===== src/rtl/factor_pkg.sv =====
// Shared types and sizing helpers for the factor enumerator.
package factor_pkg;

    localparam int DEFAULT_WIDTH = 3;

    typedef enum logic [1:0] {
        IDLE,
        SCAN,
        EMIT,
        FINISH
    } state_t;

    function automatic int count_width(input int w);
        return 2 * w + 1;
    endfunction

endpackage


===== src/rtl/mult_check.sv =====
// Combinational mult/3 relation test: hit when c matches a*b.
// FACTOR_EXACT_PRODUCT_EN selects full-width comparison instead of the wrapping one.
module mult_check #(
    parameter int WIDTH = 3
) (
    input  logic [WIDTH-1:0] a,
    input  logic [WIDTH-1:0] b,
    input  logic [WIDTH-1:0] c,
    output logic             hit
);

`ifdef FACTOR_EXACT_PRODUCT_EN
    logic [2*WIDTH-1:0] prod;
    assign prod = {{WIDTH{1'b0}}, a} * {{WIDTH{1'b0}}, b};
    assign hit  = (prod == {{WIDTH{1'b0}}, c});
`else
    // WIDTH-sized context: the product wraps exactly like the mult/3 checker.
    logic [WIDTH-1:0] prod;
    assign prod = a * b;
    assign hit  = (prod == c);
`endif

endmodule


===== src/rtl/factor_enumerator.sv =====
// Exhaustive enumerator of (A, B) pairs with C == A*B, streamed over valid/ready.
// Hit semantics (wrapping or exact) are selected by FACTOR_EXACT_PRODUCT_EN inside mult_check.
module factor_enumerator
    import factor_pkg::*;
#(
    parameter int WIDTH = DEFAULT_WIDTH
) (
    input  logic                          clk,
    input  logic                          reset,
    input  logic                          start,
    input  logic [WIDTH-1:0]              target,
    output logic                          busy,
    output logic                          sol_valid,
    input  logic                          sol_ready,
    output logic [WIDTH-1:0]              sol_a,
    output logic [WIDTH-1:0]              sol_b,
    output logic                          done,
    output logic [count_width(WIDTH)-1:0] count
);

    localparam int CW = count_width(WIDTH);

    state_t           state;
    logic [WIDTH-1:0] tgt;
    logic [WIDTH-1:0] a;
    logic [WIDTH-1:0] b;
    logic             hit;
    logic             last;

    assign last = (a == '1) && (b == '1);

    mult_check #(.WIDTH(WIDTH)) u_check (
        .a   (a),
        .b   (b),
        .c   (tgt),
        .hit (hit)
    );

    always_ff @(posedge clk or posedge reset) begin
        if (reset) begin
            state     <= IDLE;
            tgt       <= '0;
            a         <= '0;
            b         <= '0;
            busy      <= 1'b0;
            sol_valid <= 1'b0;
            sol_a     <= '0;
            sol_b     <= '0;
            done      <= 1'b0;
            count     <= '0;
        end else begin
            done <= 1'b0;
            case (state)
                IDLE: begin
                    if (start) begin
                        tgt   <= target;
                        count <= '0;
                        a     <= '0;
                        b     <= '0;
                        busy  <= 1'b1;
                        state <= SCAN;
                    end
                end
                SCAN: begin
                    if (hit) begin
                        sol_a     <= a;
                        sol_b     <= b;
                        sol_valid <= 1'b1;
                        state     <= EMIT;
                    end else if (last) begin
                        done  <= 1'b1;
                        state <= FINISH;
                    end else begin
                        b <= b + WIDTH'(1);
                        if (b == '1) a <= a + WIDTH'(1);
                    end
                end
                EMIT: begin
                    // Counters still hold the emitted candidate, so 'last' is valid here.
                    if (sol_ready) begin
                        sol_valid <= 1'b0;
                        count     <= count + CW'(1);
                        if (last) begin
                            done  <= 1'b1;
                            state <= FINISH;
                        end else begin
                            b <= b + WIDTH'(1);
                            if (b == '1) a <= a + WIDTH'(1);
                            state <= SCAN;
                        end
                    end
                end
                FINISH: begin
                    busy  <= 1'b0;
                    state <= IDLE;
                end
                default: state <= IDLE;
            endcase
        end
    end

endmodule

===== config.mk =====
export PLATFORM = sky130hd
export DESIGN_NAME = factor_enumerator
export DESIGN_NICKNAME = d
export VERILOG_FILES = /design/src/rtl/factor_pkg.sv /design/src/rtl/mult_check.sv /design/src/rtl/factor_enumerator.sv
export SDC_FILE = /design/constraint.sdc
export NUM_CORES = 1
export LEC_CHECK = 0
export CAP_MARGIN = 40
export CORE_ASPECT_RATIO = 0.7
export CORE_MARGIN = 5
export CORE_UTILIZATION = 52
export CTS_CLUSTER_DIAMETER = 100
export DETAILED_ROUTE_END_ITERATION = 6
export HOLD_SLACK_MARGIN = 0.08
export PLACE_DENSITY = 0.78
export SLEW_MARGIN = 40
export SYNTH_ARGS = -nofsm -noshare
export SYNTH_HDL_FRONTEND = slang
export SYNTH_SLANG_ARGS = --single-unit

===== constraint.sdc =====
create_clock -name clk -period 2.93 [get_ports clk]
set_input_delay 0.586 -clock clk [delete_from_list [all_inputs] [get_ports clk]]
set_output_delay 0.586 -clock clk [all_outputs]
set_load 0.1 [all_outputs]

* Yosys cells after proc, flatten, opt, wreduce, memory -nomap -nowiden
Cells that the tools add are included.
** Storage, ports and cells
- Register bits after elaboration :: 27
- Bits of input ports :: 7
- Logic and storage cells :: 66
** Cells by class
- $mul :: 1
- Reductions and logical operators :: 13
- Add/sub/neg operators :: 3
- Muxes and demuxes :: 28
- Eq/ne operators :: 11
** Operator list (count)
- 3-bit 2-to-1 mux :: 8
- 3-bit one-hot mux with 3 select lines :: 2
- 7-bit 2-to-1 mux :: 2
- 7-bit one-hot mux with 2 select lines :: 1
- 2-bit 2-to-1 mux :: 5
- 3-bit AND reduction :: 3
- 2-bit != test, second input constant :: 4
- 2-bit one-hot mux with 4 select lines :: 1
- 7-bit by 1-bit adder with 7-bit output, second input constant :: 1
- 3-bit by 1-bit adder with 3-bit output, second input constant :: 2
- 3-bit equality test, second input constant :: 2
- 1-bit 2-to-1 mux :: 6
- 1-bit one-hot mux with 2 select lines :: 3
- 2-bit AND reduction :: 3
- 2-bit nonzero test :: 3
- 2-bit equality test, second input constant :: 2
- 4-bit AND reduction :: 1
- 3-bit equality test :: 1
- 3-bit by 3-bit multiplier with 3-bit output :: 1
- 3-bit != test, second input constant :: 1
- 3-bit nonzero test :: 1
- 2-bit by 1-bit equality test with 1-bit output, second input constant :: 1
- 2-bit zero test :: 1
- 1-bit logical AND :: 1

* Logic depth before layout (Yosys ltp)
- Depth after elaboration :: 5
- Depth in mapped cells :: 9
- Mapped depth without buffers :: 8

* Modules after synthesis
From an unflattened synthesis, not the netlist that was laid out.
** Unflattened totals
- Cell total of the unflattened synthesis :: 145
- Area, all modules :: 1515.2 um^2
** By module, submodules not included
- factor_enumerator :: area each 1412.6 um^2, cells an instance 131, times used 1
- mult_check :: area each 102.6 um^2, cells an instance 14, times used 1

* Least setup slack after synthesis
Ideal clock, no wire load.
- Path type :: register to register
- Start :: reg a[0]
- End :: reg b[0]
- Cell stages (with the launch flop) :: 10
- Path slack :: 0.722 ns
- Required time :: 2.805 ns
- Setup time :: 0.125 ns
- Data arrival time :: 2.084 ns
- Period minus slack after synthesis :: 2.208 ns
- Cell sequence :: dfrtp_1 and2_1 ha_1 xnor2_1 xnor2_1 xnor2_1 or3_1 buf_6 and4_4 mux2_2
** Between the ends
- Cells in the longest elaborated chain, start to end :: 5
- Elaborated cells between the ends (all ways) :: 10
- Classes of those cells :: mul: 1; eq/ne: 3; mux: 4; reduce/logical: 2
** RTL lines
- from (decl) :: RTL line factor_enumerator.sv:25 : logic [WIDTH-1:0] a;
- from (signal assigned) :: RTL line factor_enumerator.sv:75 : if (b == '1) a <= a + WIDTH'(1);
- from (signal assigned) :: RTL line factor_enumerator.sv:88 : if (b == '1) a <= a + WIDTH'(1);
- branches (longest 5 deep; another with 3-bit by 3-bit multiplier with 3-bit output)
- to (signal assigned) :: RTL line factor_enumerator.sv:74 : b <= b + WIDTH'(1);
- to (signal assigned) :: RTL line factor_enumerator.sv:87 : b <= b + WIDTH'(1);
- to (decl) :: RTL line factor_enumerator.sv:26 : logic [WIDTH-1:0] b;
Parallel ways; which one is timed is not known. The select of a mux whose other input is x is not followed.
A chain may end at the register's enable or synchronous reset.

* Worst setup path after layout
Ends and elaborated chain as after synthesis.

==> reports/metrics.csv <==
stage;metric;value;unit
synth;register bit total from synthesis;27;
routing;Post-Route M1 WL;1.38;mm
synth;Cell Area, Synth;1450;sq um
routing;met3 WL;170;um
sta;setup TNS;0;ns
routing;drt total wl;2.96;mm
clock_network;CTS tree;yes;
synth;Mean Syn Cell Area;10.6;sq um
sta;fmax;402;MHz
clock_network;clk sink count;27;
floorplan;die height;54.1;um
finish;fin nets;178;
power;Power Total;1730;uW
place;post-DP HPWL;2.27;mm
place;DP Area;1660;sq um
routing;drt drc;0;
synth;Seq/Total Area, Yosys;46.8;%
worst_setup_path;Critical Path Fanout Max;10;
grt;initial antenna violation count;0;
synth;Synthesized Nets;153;
synth;Syn. warnings;0;
grt;gr ovfl total;0;
sta;Hold Slack;0.491;ns
power;clock group share of total power;12.8;%
routing;average wire per standard cell;15.1;um
power;switching share of power;49.3;%
floorplan;DIE AREA;3950;sq um
grt;largest net degree at the start of global routing;28;
finish;most frequent cells in the layout;dfrtp_1 (27), buf_4 (17), nand2_1 (15), mux2_2 (11), ha_1 (10);
place;RePlAce Congestion;0.880;
power;Peak VDD IR;0.000729;V
synth;Gate Count Post-Synth;136;
sta;Final Max Slew Viols;0;
sta;final critical-path share of the clock period;84.9;%
worst_setup_path;Worst Setup End Kind;register;
sta;RSZ-0062 raised after global routing;no;
routing;met2 wire length;1.40;mm
finish;Antenna diodes;0;
power;sequential power share;33.2;%
clock_network;post-CTS setup buffer count;0;
synth;Synth top area share;46.8;%
sta;Setup-failing EPs final;0;
clock_network;H-tree depth;1;
synth;top post-synthesis cells by area;dfrtp_1 (47%), ha_1 (8.7%), mux2_2 (8.6%);
finish;number of fill cells;230;
routing;DR vias/cell;5.57;
finish;layout cells sized above 1;21.9;%
worst_setup_path;Setup Crit Path Kind;reg -> reg;
clock_network;total CTS buffers;3;
sta;relative slew slack;71.1;%
floorplan;Initial Util;53.1;%
routing;Pre-Repair DR Iteration Count;5;
routing;via count;1092;
finish;fin area;1710;sq um
floorplan;core area;2720;sq um
clock_network;Clk Tree Root Cell;clkbuf_8;
floorplan;Die X;73.0;um
floorplan;I/O pin cnt;23;
finish;commonest non-fill, non-tap cell in the layout;dfrtp_1;
routing;DRT antenna net count;0;
finish;area delta synth->final;18.3;%
worst_setup_path;CP required;3.10;ns
place;IO buf count;22;
grt;global-route wire length before repair;5.10;mm
run_status;status;finished, final reports clean;
power;Comb pwr share;54.0;%
clock_network;# resized after CTS;0;
routing;DRC violation total after the first TritonRoute iteration;99;
power;P per Cell Area;1010;nW/um^2
routing;DR top layer;met4;
grt;total track usage;17.1;%
power;P_int;877;uW
clock_network;clk buf depth;2;
sta;Tightest Pin Transition;0.428;ns
run;Max-Cap Viols;0;
clock_network;Clock Pin Slew Worst Setup and Hold Paths;0.10;ns
power;NetSw;853;uW
grt;number of global-route vias before repair;1089;
sta;minimum clock period;2.49;ns
sta;Fin. Hold Viols;0;
synth;area leader, netlist;dfrtp_1;
floorplan;Rows;16;
power;leak pwr;0.000836;uW
synth;synth unique cells;32;
clock_network;Post-CTS Hold Fix Bufs;0;
worst_setup_path;CP Data Arrival Time;2.65;ns
min_path;worst hold path type;reg -> reg;
worst_setup_path;startpoint type of the worst setup path;register;
clock_network;Worst-Skew Late Latency;0.27;ns
sta;Clock Skew;0.00203;ns
## power by group through the flow
stage                     logic, uW  registers [uW]  clock network, uW
after global placement          902             574                  0
after detailed placement        930             582                  0
after global routing           1010             590                247
final                           934             574                222
after CTS                       935             574                231
after floorplan                 449             849                  0
## through the flow
step	util, %	instances	setup slack, ns
after floorplan	-	136	0.722
after global placement	60.9	192	0.581
after detailed placement	60.9	192	0.482
after CTS	62.8	196	0.438
after global routing	62.8	196	0.263
final	62.8	196	0.441
## critical path, stage by stage (launching register included)
cell	delay, ns
dfrtp_1	0.46
and2_1	0.18
ha_1	0.20
xnor2_1	0.19
xnor2_1	0.16
xnor2_1	0.12
or3_1	0.55
and4_4	0.26
mux2_2	0.26
## flip-flops by register name (all words and copies together), names as in the netlist
register	count
sol_valid	1
state	2
b	3
sol_a	3
a	3
busy	1
done	1
sol_b	3
tgt	3
count	7
## metal layers
layer	vias to the layer above	global-route usage, %
met4	0	3.68
li1	529	-
met3	4	4.66
met2	33	28.9
met1	526	21.9
met5	-	0
## area by class of cell
cell class	count	area (sq um)	area share (%)
inverter	7	26.3	1.54
sequential	27	676	39.5
clock inverter	1	8.76	0.512
clock buffer	3	41.3	2.42
timing repair buffer	23	188	11.0
tap	36	45.0	2.64
multi-input combinational	99	724	42.4
## Yosys cell counts, drive strengths merged
cell type   n
and3        1
and2        3
nor2        6
xor2        4
mux2       11
nor2b       2
buf         1
nand2b      1
nor3b       1
o211ai      2
ha         10
mux2i       2
o21a        2
xnor2       4
o22a        1
nor3        1
a22oi       1
o21ai      10
inv         7
nand2      15
a31oi       2
or3         1
nand4       3
and4        2
clkbuf      2
nand3       2
a21oi       6
o2bb2ai     1
a22o        5
dfrtp      27
## kinds of logic (layout without fill, tap and decap cells)
group / after synthesis / after routing / synth area share (%)
AO/OA/AOI/OAI: 30 / 30 / 13.3
XOR/XNOR: 8 / 8 / 4.85
adder cells (fa/ha/maj): 10 / 10 / 8.66
buffers and inverters: 10 / 34 / 3.12
flip-flops: 27 / 27 / 46.8
multiplexers: 13 / 13 / 9.96
AND/OR/NAND/NOR: 38 / 38 / 13.3
## path summary, 6_finish.rpt
path / end / slack (ns) / startpoint / cells after the start
worst max-delay path: b[0] / 0.44 / a[0] / 8
worst min-delay path: busy / 0.49 / busy / 2
worst max register to register: b[0] / 0.44 / a[0] / 8
worst min register to register: busy / 0.49 / busy / 2
max in group asynchronous: sol_a[1] / 2.01 / reset / 3
min in group asynchronous: count[4] / 0.66 / reset / 3
Power figures use the tool's default switching activity.
